### config.mk
export PLATFORM = sky130hd
export DESIGN_NAME = gf22_sram64_burst_rd
export DESIGN_NICKNAME = d
export VERILOG_FILES = /design/src/rtl/gf22_sram64_burst_rd.sv
export SDC_FILE = /design/constraint.sdc
export NUM_CORES = 1
export LEC_CHECK = 0
export ABC_AREA = 1
export ABC_CLOCK_PERIOD_IN_PS = 3250
export CORE_MARGIN = 8
export CORE_UTILIZATION = 54
export CTS_CLUSTER_DIAMETER = 40
export DETAILED_ROUTE_END_ITERATION = 8
export PLACE_DENSITY = 0.83
export SETUP_SLACK_MARGIN = 0.15
export SLEW_MARGIN = 20
export SYNTH_ARGS = -nofsm -noshare
export SYNTH_HDL_FRONTEND = slang
export SYNTH_SLANG_ARGS = --single-unit
### constraint.sdc
create_clock -name CLK -period 3.25 [get_ports CLK]
set_input_delay 0.65 -clock CLK [delete_from_list [all_inputs] [get_ports CLK]]
set_output_delay 0.65 -clock CLK [all_outputs]
set_load 0.01 [all_outputs]
### src/rtl/gf22_sram64_burst_rd.sv
// Burst read engine for the 64-bit GF22 dual-port SRAM read port (CE1/A1/Q1).
// Issues one sequential read per cycle under a FIFO credit check and streams words out via valid/ready.
module gf22_sram64_burst_rd #(
  parameter int unsigned ABITS      = 14,
  parameter int unsigned DBITS      = 64,
  parameter int unsigned FIFO_DEPTH = 4
) (
  input  logic             CLK,
  input  logic             RST,
  input  logic             cmd_valid,
  output logic             cmd_ready,
  input  logic [ABITS-1:0] cmd_addr,
  input  logic [ABITS-1:0] cmd_len,
  output logic             out_valid,
  input  logic             out_ready,
  output logic [DBITS-1:0] out_data,
  output logic             out_last,
  output logic             busy,
  output logic             CE1,
  output logic [ABITS-1:0] A1,
  input  logic [DBITS-1:0] Q1
);

  localparam int unsigned CW = $clog2(FIFO_DEPTH + 1);
  localparam int unsigned OW = CW + 1;
  localparam int unsigned PW = (FIFO_DEPTH > 1) ? $clog2(FIFO_DEPTH) : 1;

  typedef enum logic [1:0] {
    IDLE  = 2'd0,
    RUN   = 2'd1,
    DRAIN = 2'd2
  } state_t;

  state_t           state_q, state_d;
  logic [ABITS-1:0] addr_q, rem_q;
  logic             infl_q, infl_last_q;
  logic [DBITS-1:0] fifo_data [FIFO_DEPTH];
  logic             fifo_last [FIFO_DEPTH];
  logic [PW-1:0]    wr_ptr_q, rd_ptr_q;
  logic [CW-1:0]    count_q;
  logic [OW-1:0]    occ;
  logic             credit_ok, accept, issue, push, pop;

  function automatic logic [PW-1:0] ptr_inc(input logic [PW-1:0] p);
    return (p == PW'(FIFO_DEPTH - 1)) ? '0 : p + PW'(1);
  endfunction

  // Slots already committed: stored beats plus the read whose data lands next cycle.
  always_comb begin
    occ       = {1'b0, count_q} + OW'(infl_q);
    credit_ok = occ < OW'(FIFO_DEPTH);
  end

  assign out_valid = (count_q != '0);
  assign out_data  = fifo_data[rd_ptr_q];
  assign out_last  = out_valid & fifo_last[rd_ptr_q];
  assign pop       = out_valid & out_ready;
  assign push      = infl_q;
  assign A1        = addr_q;

  always_ff @(posedge CLK) begin
    if (RST) state_q <= IDLE;
    else     state_q <= state_d;
  end

  always_comb begin
    state_d   = state_q;
    cmd_ready = 1'b0;
    CE1       = 1'b0;
    accept    = 1'b0;
    issue     = 1'b0;
    busy      = (state_q != IDLE);
    case (state_q)
      IDLE: begin
        cmd_ready = 1'b1;
        accept    = cmd_valid;
        if (cmd_valid) state_d = RUN;
      end
      RUN: begin
        CE1   = credit_ok;
        issue = credit_ok;
        if (credit_ok && (rem_q == '0)) state_d = DRAIN;
      end
      DRAIN: begin
        if (pop && out_last) state_d = IDLE;
      end
      default: state_d = IDLE;
    endcase
  end

  // Address walker and in-flight read tracking.
  always_ff @(posedge CLK) begin
    if (RST) begin
      addr_q      <= '0;
      rem_q       <= '0;
      infl_q      <= 1'b0;
      infl_last_q <= 1'b0;
    end else begin
      if (accept) begin
        addr_q <= cmd_addr;
        rem_q  <= cmd_len;
      end else if (issue) begin
        addr_q <= addr_q + ABITS'(1);
        rem_q  <= rem_q - ABITS'(1);
      end
      infl_q      <= issue;
      infl_last_q <= issue && (rem_q == '0);
    end
  end

  always_ff @(posedge CLK) begin
    if (RST) begin
      wr_ptr_q <= '0;
      rd_ptr_q <= '0;
      count_q  <= '0;
    end else begin
      if (push) wr_ptr_q <= ptr_inc(wr_ptr_q);
      if (pop)  rd_ptr_q <= ptr_inc(rd_ptr_q);
      case ({push, pop})
        2'b10:   count_q <= count_q + CW'(1);
        2'b01:   count_q <= count_q - CW'(1);
        default: count_q <= count_q;
      endcase
    end
  end

  // Q1 is captured exactly one cycle after CE1; storage needs no reset.
  always_ff @(posedge CLK) begin
    if (push) begin
      fifo_data[wr_ptr_q] <= Q1;
      fifo_last[wr_ptr_q] <= infl_last_q;
    end
  end

endmodule

# Word level (Yosys, flattened, before mapping)
# Memory sizes are Yosys's and may differ from the RTL's. A register that Yosys moved wholly into a read port is not among the register bits.
# Index checks and enable logic that the tools add are counted.
# Widths: inputs -> output; s select.
# op_classes
magnitude_cmp,1
n_mux,20
reduce_logical,10
n_eq_ne,9
addsub,7
n_bitwise,2
# op_table
cell,n
$mux 14,4
$mux 2,9
$add 14x1->14 const B,1
$logic_not 14->1,1
$sub 14x1->14 const B,1
$eq 2x2->1 const B,4
$ne 2x2->1 const B,3
$pmux 2 s3,1
$pmux 3 s2,1
$reduce_bool 2->1,3
$mux 1,5
$add 2x1->2 const B,2
$add 3x1->4,1
$eq 2x1->1 const B,2
$lt 4x3->1 const B,1
$add 3x1->3 const B,1
$logic_and 1x1->1,3
$reduce_and 3->1,1
$reduce_bool 3->1,1
$sub 3x1->3 const B,1
$and 1x1->1,2
$logic_not 2->1,1
# word_totals
regBits,39
wordCells,59
input_bits,96
ram_bits,260
out_inout_bits,83
mem_count,2
# mem_list
memory,words,width,rd,rd_ports_with_merged_regs,write_ports,line,source
fifo_data,4,64,1,1,1,37,logic [DBITS-1:0] fifo_data [FIFO_DEPTH];
fifo_last,4,1,1,1,1,38,logic fifo_last [FIFO_DEPTH];

# Longest topological paths before layout
# Gate-level depths: netlist of run 1.
# depth
depth_word,5
mapped_depth,11
depth_no_buf,11

# Worst setup path before layout of run 1
# OpenSTA, ideal clock, no wires.
# synth_path
path_type,flip-flop to flip-flop
startpoint,reg wr_ptr_q[0]
endpoint,mem fifo_data[3][0] (enable)
path_slack_ps,963
t_arrival_ps,1868
path_stages_with_launch,4
synth_period_minus_slack_ps,2287
t_required_ps,2831
setup_time_ps,419
path_buffers,0
cell_sequence,dfxtp_1 > ha_1 > nand2_1 > inv_1
# synth_lines
item,line,source
"start, declared",39,"logic [PW-1:0] wr_ptr_q, rd_ptr_q;"
"start signal, assigned",117,if (push) wr_ptr_q <= ptr_inc(wr_ptr_q);
"end, declared",37,
# No word-level cell before the write port.

==> results of run 1 <==
## state kept, by name, indices dropped and copies added (netlist names), named ones only
| name | cells |
|---|---|
| rd_ptr_q | 2 |
| count_q | 3 |
| rem_q | 14 |
| fifo_last | 4 |
| state_q | 2 |
| fifo_data | 256 |
| wr_ptr_q | 2 |
| infl_last_q | 1 |
| infl_q | 1 |
| A1 | 14 |
## stage by stage
| step | hold WS (ps) | worst slack, ps | utilization (%) |
|---|---|---|---|
| 2_1_floorplan | 438.3 | 962.9 | - |
| 3_3_place_gp | 461.9 | 630.4 | 64.63 |
| 3_5_place_dp | 466.8 | 532.8 | 64.63 |
| 4_1_cts | 474.9 | 168.4 | 70.42 |
| 5_1_grt | 499.7 | 61.44 | 70.44 |
| 6_report | 477.8 | 161.3 | 70.44 |
## cells in the final DEF, fill, tap and decap left out, drive strengths merged, types with 36 or more instances in the layout
cell type | Yosys | final
o22ai | 65 | 65
inv | 48 | 55
o21ai | 143 | 143
nand3 | 36 | 36
nor2 | 194 | 194
edfxtp | 260 | 260
clkdlybuf4s50 | 0 | 178
nand2 | 101 | 101
dfxtp | 41 | 41
clkbuf | 32 | 38
## kinds of logic after synthesis
kind of cell | after synthesis | share of synthesized area, %
compound gates | 249 | 11.57
flops | 301 | 71.25
fa+ha+maj | 9 | 0.9920
simple gates | 346 | 11.84
xor+xnor | 4 | 0.2893
buf+inv | 104 | 4.050
## cell type report
type	count	share of cell area [%]
sequential	301	55.99
inverter	49	1.274
tap	280	2.272
timing repair buffer	195	13.21
multi-input combinational	608	19.39
antenna	2	0.03246
clock buffer	38	5.891
clock inverter	25	1.939
## per-layer routing
layer	GRT usage, %	vias to the layer above	routed length [um]
met5	0	-	13
met3	5.206	52	2526
met2	34.12	401	13950
met1	25.75	4083	11580
met4	7.132	2	759
li1	-	4014	-
## final timing paths
path | to | depth (start not counted) | start
max | out_data[30] | 5 | register
min | rem_q[1]$_SDFFE_PP0P_ | 2 | rem_q[1]$_SDFFE_PP0P_
max reg2reg | count_q[2]$_SDFFE_PP0P_ | 11 | count_q[0]$_SDFFE_PP0P_
min reg2reg | rem_q[1]$_SDFFE_PP0P_ | 2 | rem_q[1]$_SDFFE_PP0P_
## timing repair
item / CTS / global route
resized for setup: 5 / 0
pin swaps: 0 / 0
gates cloned: 1 / 0
setup endpoints to repair: 55 / 18
setup buffers: 1 / 0
hold buffers: 0 / 0
## worst max-delay path, delay by kind of cell (launching register included)
family                 cells  cell delay (ps)
buffers and inverters      3             1000
AOI/OAI and AO/OA          2              440
DFF                        1              500
## power breakdown
group	switching, uW	internal, uW	leakage, uW
Combinational	1520	1230	0.00211
Clock	1550	2460	0.000595
Sequential	113	4360	0.00269
==> metrics.cfg, run 1 <==
[status]
status = finished, final reports clean

[finish]
final_cells = 1498
multi_input_area_um2 = 2990
drive_gt1_share_pct = 8.553
num-fill-cells = 1437
num-nets-final = 1296
fin_area_um2 = 15420
area_delta_synth_final_pct = 27.34
layout.area.seq_um2 = 8633

[detailed_routing]
dr_total_vias = 8552
ant_nets = 0
dr.pass1.iters = 5
wl_um = 28830
drc = 0
wl_per_cell_um = 19.25
viasPerCell = 5.709
drtIter0Drc = 884

[clocking]
htreeDepth = 2
insertion_delay_ps = 520
clk_pin_slew_ps = 50
cts_buffers = 36
cts_sinks = 301
cts_buffer_depth = 3
root_buffer = clkbuf_16
cts_tree = yes

[global_routing]
grt-ovfl-total = 0
grt_max_degree = 62
antenna_found_initial = 3
grt_pass1_wl_um = 45630
grt_pass1_vias = 8508
grtUsageTotal_pct = 20.54

[power]
powerDensity_nw_per_um2 = 728.3
p_leak_uw = 0.005390
vdd_drop_max_mv = 0.3414
p_total_uw = 11230

[synth]
netlist.area_leader.share_pct = 64.48
yosys_warnings = 0
synth_edf_count = 260
synth_nets = 1118
synth_area_leader_cell = edfxtp_1
synthTopCellsByArea = edfxtp_1, dfxtp_1, nor2_1, o21ai_0, o22ai_1
ys_seq_area_share_pct = 71.25
avgSynthCellArea_um2 = 11.95
syn-cell-area_um2 = 12110
postSynth.asyncResetShare_pct = 0
synth-seq-cells = 301
synth_cells = 1013
synthDistinctLibCells = 42
ys.flop_type = edfxtp_1
yosys.cell_count.top_type = edfxtp_1
synth_common_cells = edfxtp_1, nor2_1, o21ai_0

[timing]
fmax_mhz = 323.8
maxSlewViolCount = 0
setup_tns_ps = 0
grt_setup_unrepaired = true
setup_viol = 0
max_slew.worst_pin.slew_ps = 672.0
relSlewSlack_pct = 55.14
fin_crit_sh_pct = 95.04
period_needed_ps = 3089
clock-skew-final_ps = 27.95
finalHoldViolations = 0

[placed_design]
place_inst = 1431
placed_cell_area_um2 = 14150
gp_congestion = 0.8166
io_buffers = 178
hpwl_um = 17670

[run]
cap_violations = 0

[floorplanning]
num_rows = 54
core_area_um2 = 21890
start_util_pct = 55.32
io_pins = 179
die_w_um = 165.7
dieArea_um2 = 27470
die_height_um = 165.7

[worst_setup_path]
r2r_slack_ps = 1160
crit_chain = clkinv_4 > buf_4 > o21ai_0 > o22ai_1 > clkdlybuf4s50_1
max_stage_delay_ps = 510
crit_type = register to output pin
cp-end-kind = output pin
crit_fanout = 24
slowest_stage = clkdlybuf4s50_1
arrival_ps = 2440
cp-start-kind = register
crit_required_ps = 2600

[worst_hold_path]
hp-class = register to register

No activity file was read; power rests on OpenSTA's default activity.
==> inputs of run 2 (changes only) <==
--- a/config.mk
+++ b/config.mk
@@ -8,10 +8,10 @@
 export ABC_AREA = 1
 export ABC_CLOCK_PERIOD_IN_PS = 3250
 export CORE_MARGIN = 8
-export CORE_UTILIZATION = 54
+export CORE_UTILIZATION = 30
 export CTS_CLUSTER_DIAMETER = 40
 export DETAILED_ROUTE_END_ITERATION = 8
-export PLACE_DENSITY = 0.83
+export PLACE_DENSITY = 0.52
 export SETUP_SLACK_MARGIN = 0.15
 export SLEW_MARGIN = 20
 export SYNTH_ARGS = -nofsm -noshare
==> metrics.cfg, run 2 (synthesized netlist as in run 1, its figures left out) <==
[status]
status = finished, final reports clean

[power]
p_leak_uw = 0.005555  ; +3.1%
netSwitchingPower_uw = 3539  ; +11%
vdd_drop_max_mv = 0.2849  ; -17%
clock_power_share_pct = 40.0  ; +4.3 points
combPwrFrac_pct = 23.3  ; -1.1 points
powerDensity_nw_per_um2 = 756.7  ; +3.9%
p_int_uw = 8672  ; +7.7%
sw_frac_of_total_pct = 28.98  ; +0.69 points
p_seq_share_pct = 36.8  ; -3.1 points

[worst_setup_path]
crit_fanout = 45  ; +88%
arrival_ps = 2340  ; -100 ps
crit_type = register to output pin
cp-end-kind = output pin
crit_required_ps = 2600  ; about the same
cp-start-kind = register

[timing]
grt_setup_unrepaired = true
relSlewSlack_pct = 49.71  ; -5.4 points
worst_hold_slack_ps = 476.1  ; -1.719 ps
period_needed_ps = 2989  ; -99.74 ps
fmax_mhz = 334.6  ; +3.3%
maxSlewViolCount = 0  ; unchanged
clock-skew-final_ps = 22.37  ; -5.577 ps
setup_ws_ps = 261.0  ; +99.74 ps
finalHoldViolations = 0  ; unchanged
max_slew.worst_pin.slew_ps = 753.3  ; +81.29 ps
setup_tns_ps = 0  ; unchanged
setup_viol = 0  ; unchanged
fin_crit_sh_pct = 91.97  ; -3.1 points

[finish]
num-nets-final = 1305  ; +0.69%
area_delta_synth_final_pct = 33.26
final_cell_mix = edfxtp_1, nor2_1, clkdlybuf4s50_1, o21ai_0, nand2_1
regMostFlops = fifo_data
final_common_cell = edfxtp_1
drive_gt1_share_pct = 9.879  ; +1.3 points
largest_register_ffs = 256  ; unchanged

[clocking]
cts_tree = yes
clk_pin_slew_ps = 50  ; about the same
htreeDepth = 2  ; unchanged
insertion_delay_ps = 560  ; +40 ps
root_buffer = clkbuf_16
cts_sinks = 301  ; unchanged
cts_buffers = 43  ; +19%
cts_buffer_depth = 3  ; unchanged
cts_hold_buf = 0  ; unchanged

[detailed_routing]
wl_um = 32640  ; +13%
viasPerCell = 4.772  ; -16%
drc = 0  ; unchanged
dr_total_vias = 8403  ; -1.7%
dr.pass1.iters = 5  ; unchanged
ant_nets = 0  ; unchanged
drtIter0Drc = 597  ; -32%
wl_per_cell_um = 18.53  ; -3.7%

[placed_design]
hpwl_um = 18420  ; +4.3%
gp_congestion = 0.7915  ; -3.1%
dp_slack_ps = 643.1  ; +110.4 ps
io_buffers = 178  ; unchanged

[global_routing]
grt-ovfl-total = 0  ; unchanged
grt_max_degree = 66  ; +6.5%
grt_pass1_vias = 8376  ; -1.6%
antenna_found_initial = 3  ; unchanged
grtUsageTotal_pct = 13.14  ; -7.4 points
grt_pass1_wl_um = 48780  ; +6.9%

[worst_hold_path]
hp-class = register to register

[floorplanning]
io_pins = 179  ; unchanged
num_rows = 73  ; +35%
die_w_um = 216.9  ; +31%
start_util_pct = 30.41  ; -25 points
core_area_um2 = 39820  ; +82%
dieArea_um2 = 47050  ; +71%
die_height_um = 216.9  ; +31%

[run]
cap_violations = 0  ; unchanged

[run 2: path summary, 6_finish.rpt]
| check | startpoint | endpoint | slack, ps | depth (start not counted) |
|---|---|---|---|---|
| setup / recovery | register | out_data[43] | 260 | 5 |
| hold reg to reg | rem_q[8]$_SDFFE_PP0P_ | rem_q[8]$_SDFFE_PP0P_ | 480 | 2 |
| hold / removal | rem_q[8]$_SDFFE_PP0P_ | rem_q[8]$_SDFFE_PP0P_ | 480 | 2 |
| setup reg to reg | count_q[1]$_SDFFE_PP0P_ | count_q[2]$_SDFFE_PP0P_ | 1170 | 11 |
[run 2: power by group through the flow]
stage          Clock (uW)  Combinational [uW]  Sequential, uW
2_1_floorplan           0                1400            4520
3_3_place_gp            0                2740            4550
3_5_place_dp            0                2760            4550
4_1_cts              4990                2820            4480
5_1_grt              5130                3110            4510
6_report             4880                2840            4490
[run 2: metal layers]
metal	routed length, um	vias to the layer above	track usage [%]
li1	-	4044	-
met1	14580	4091	16.42
met4	659	4	4.396
met3	2102	55	3.717
met2	15260	209	21.73
met5	26	-	0
[run 2: layout make-up]
cell class                 instances  area (um2)
sequential                       301        8636
tap                              525       656.9
timing repair buffer             197        2120
inverter                          49       198.9
clock buffer                      47        1122
fill                            3835       23690
clock inverter                    33       404.1
antenna                            1       2.502
multi-input combinational        608        2997
[run 2: repair_timing]
| item | 4_1_cts | 5_1_grt |
|---|---|---|
| endpoints found under the hold margin | 0 | 0 |
| buffers inserted | 0 | 0 |
| resized for setup | 3 | 7 |
| setup endpoints to repair | 19 | 27 |
| gates cloned | 1 | 3 |
[run 2: through the flow]
step           power [uW]  cell area, um2  cells  util, %
6_report            12210           16140   1761    40.52
5_1_grt             12750           16130   1760    40.51
3_5_place_dp         7308           14470   1676    36.33
4_1_cts             12300           16040   1757    40.28
3_3_place_gp         7288           14470   1676    36.33
2_1_floorplan        5924           12110   1013        -
[run 2: worst max-delay path, stage by stage, from the launching register on]
cell and delay (ps):
dfxtp_4 400, clkinv_4 170, buf_12 250, nor2_1 60, o22ai_1 290, clkdlybuf4s50_1 610
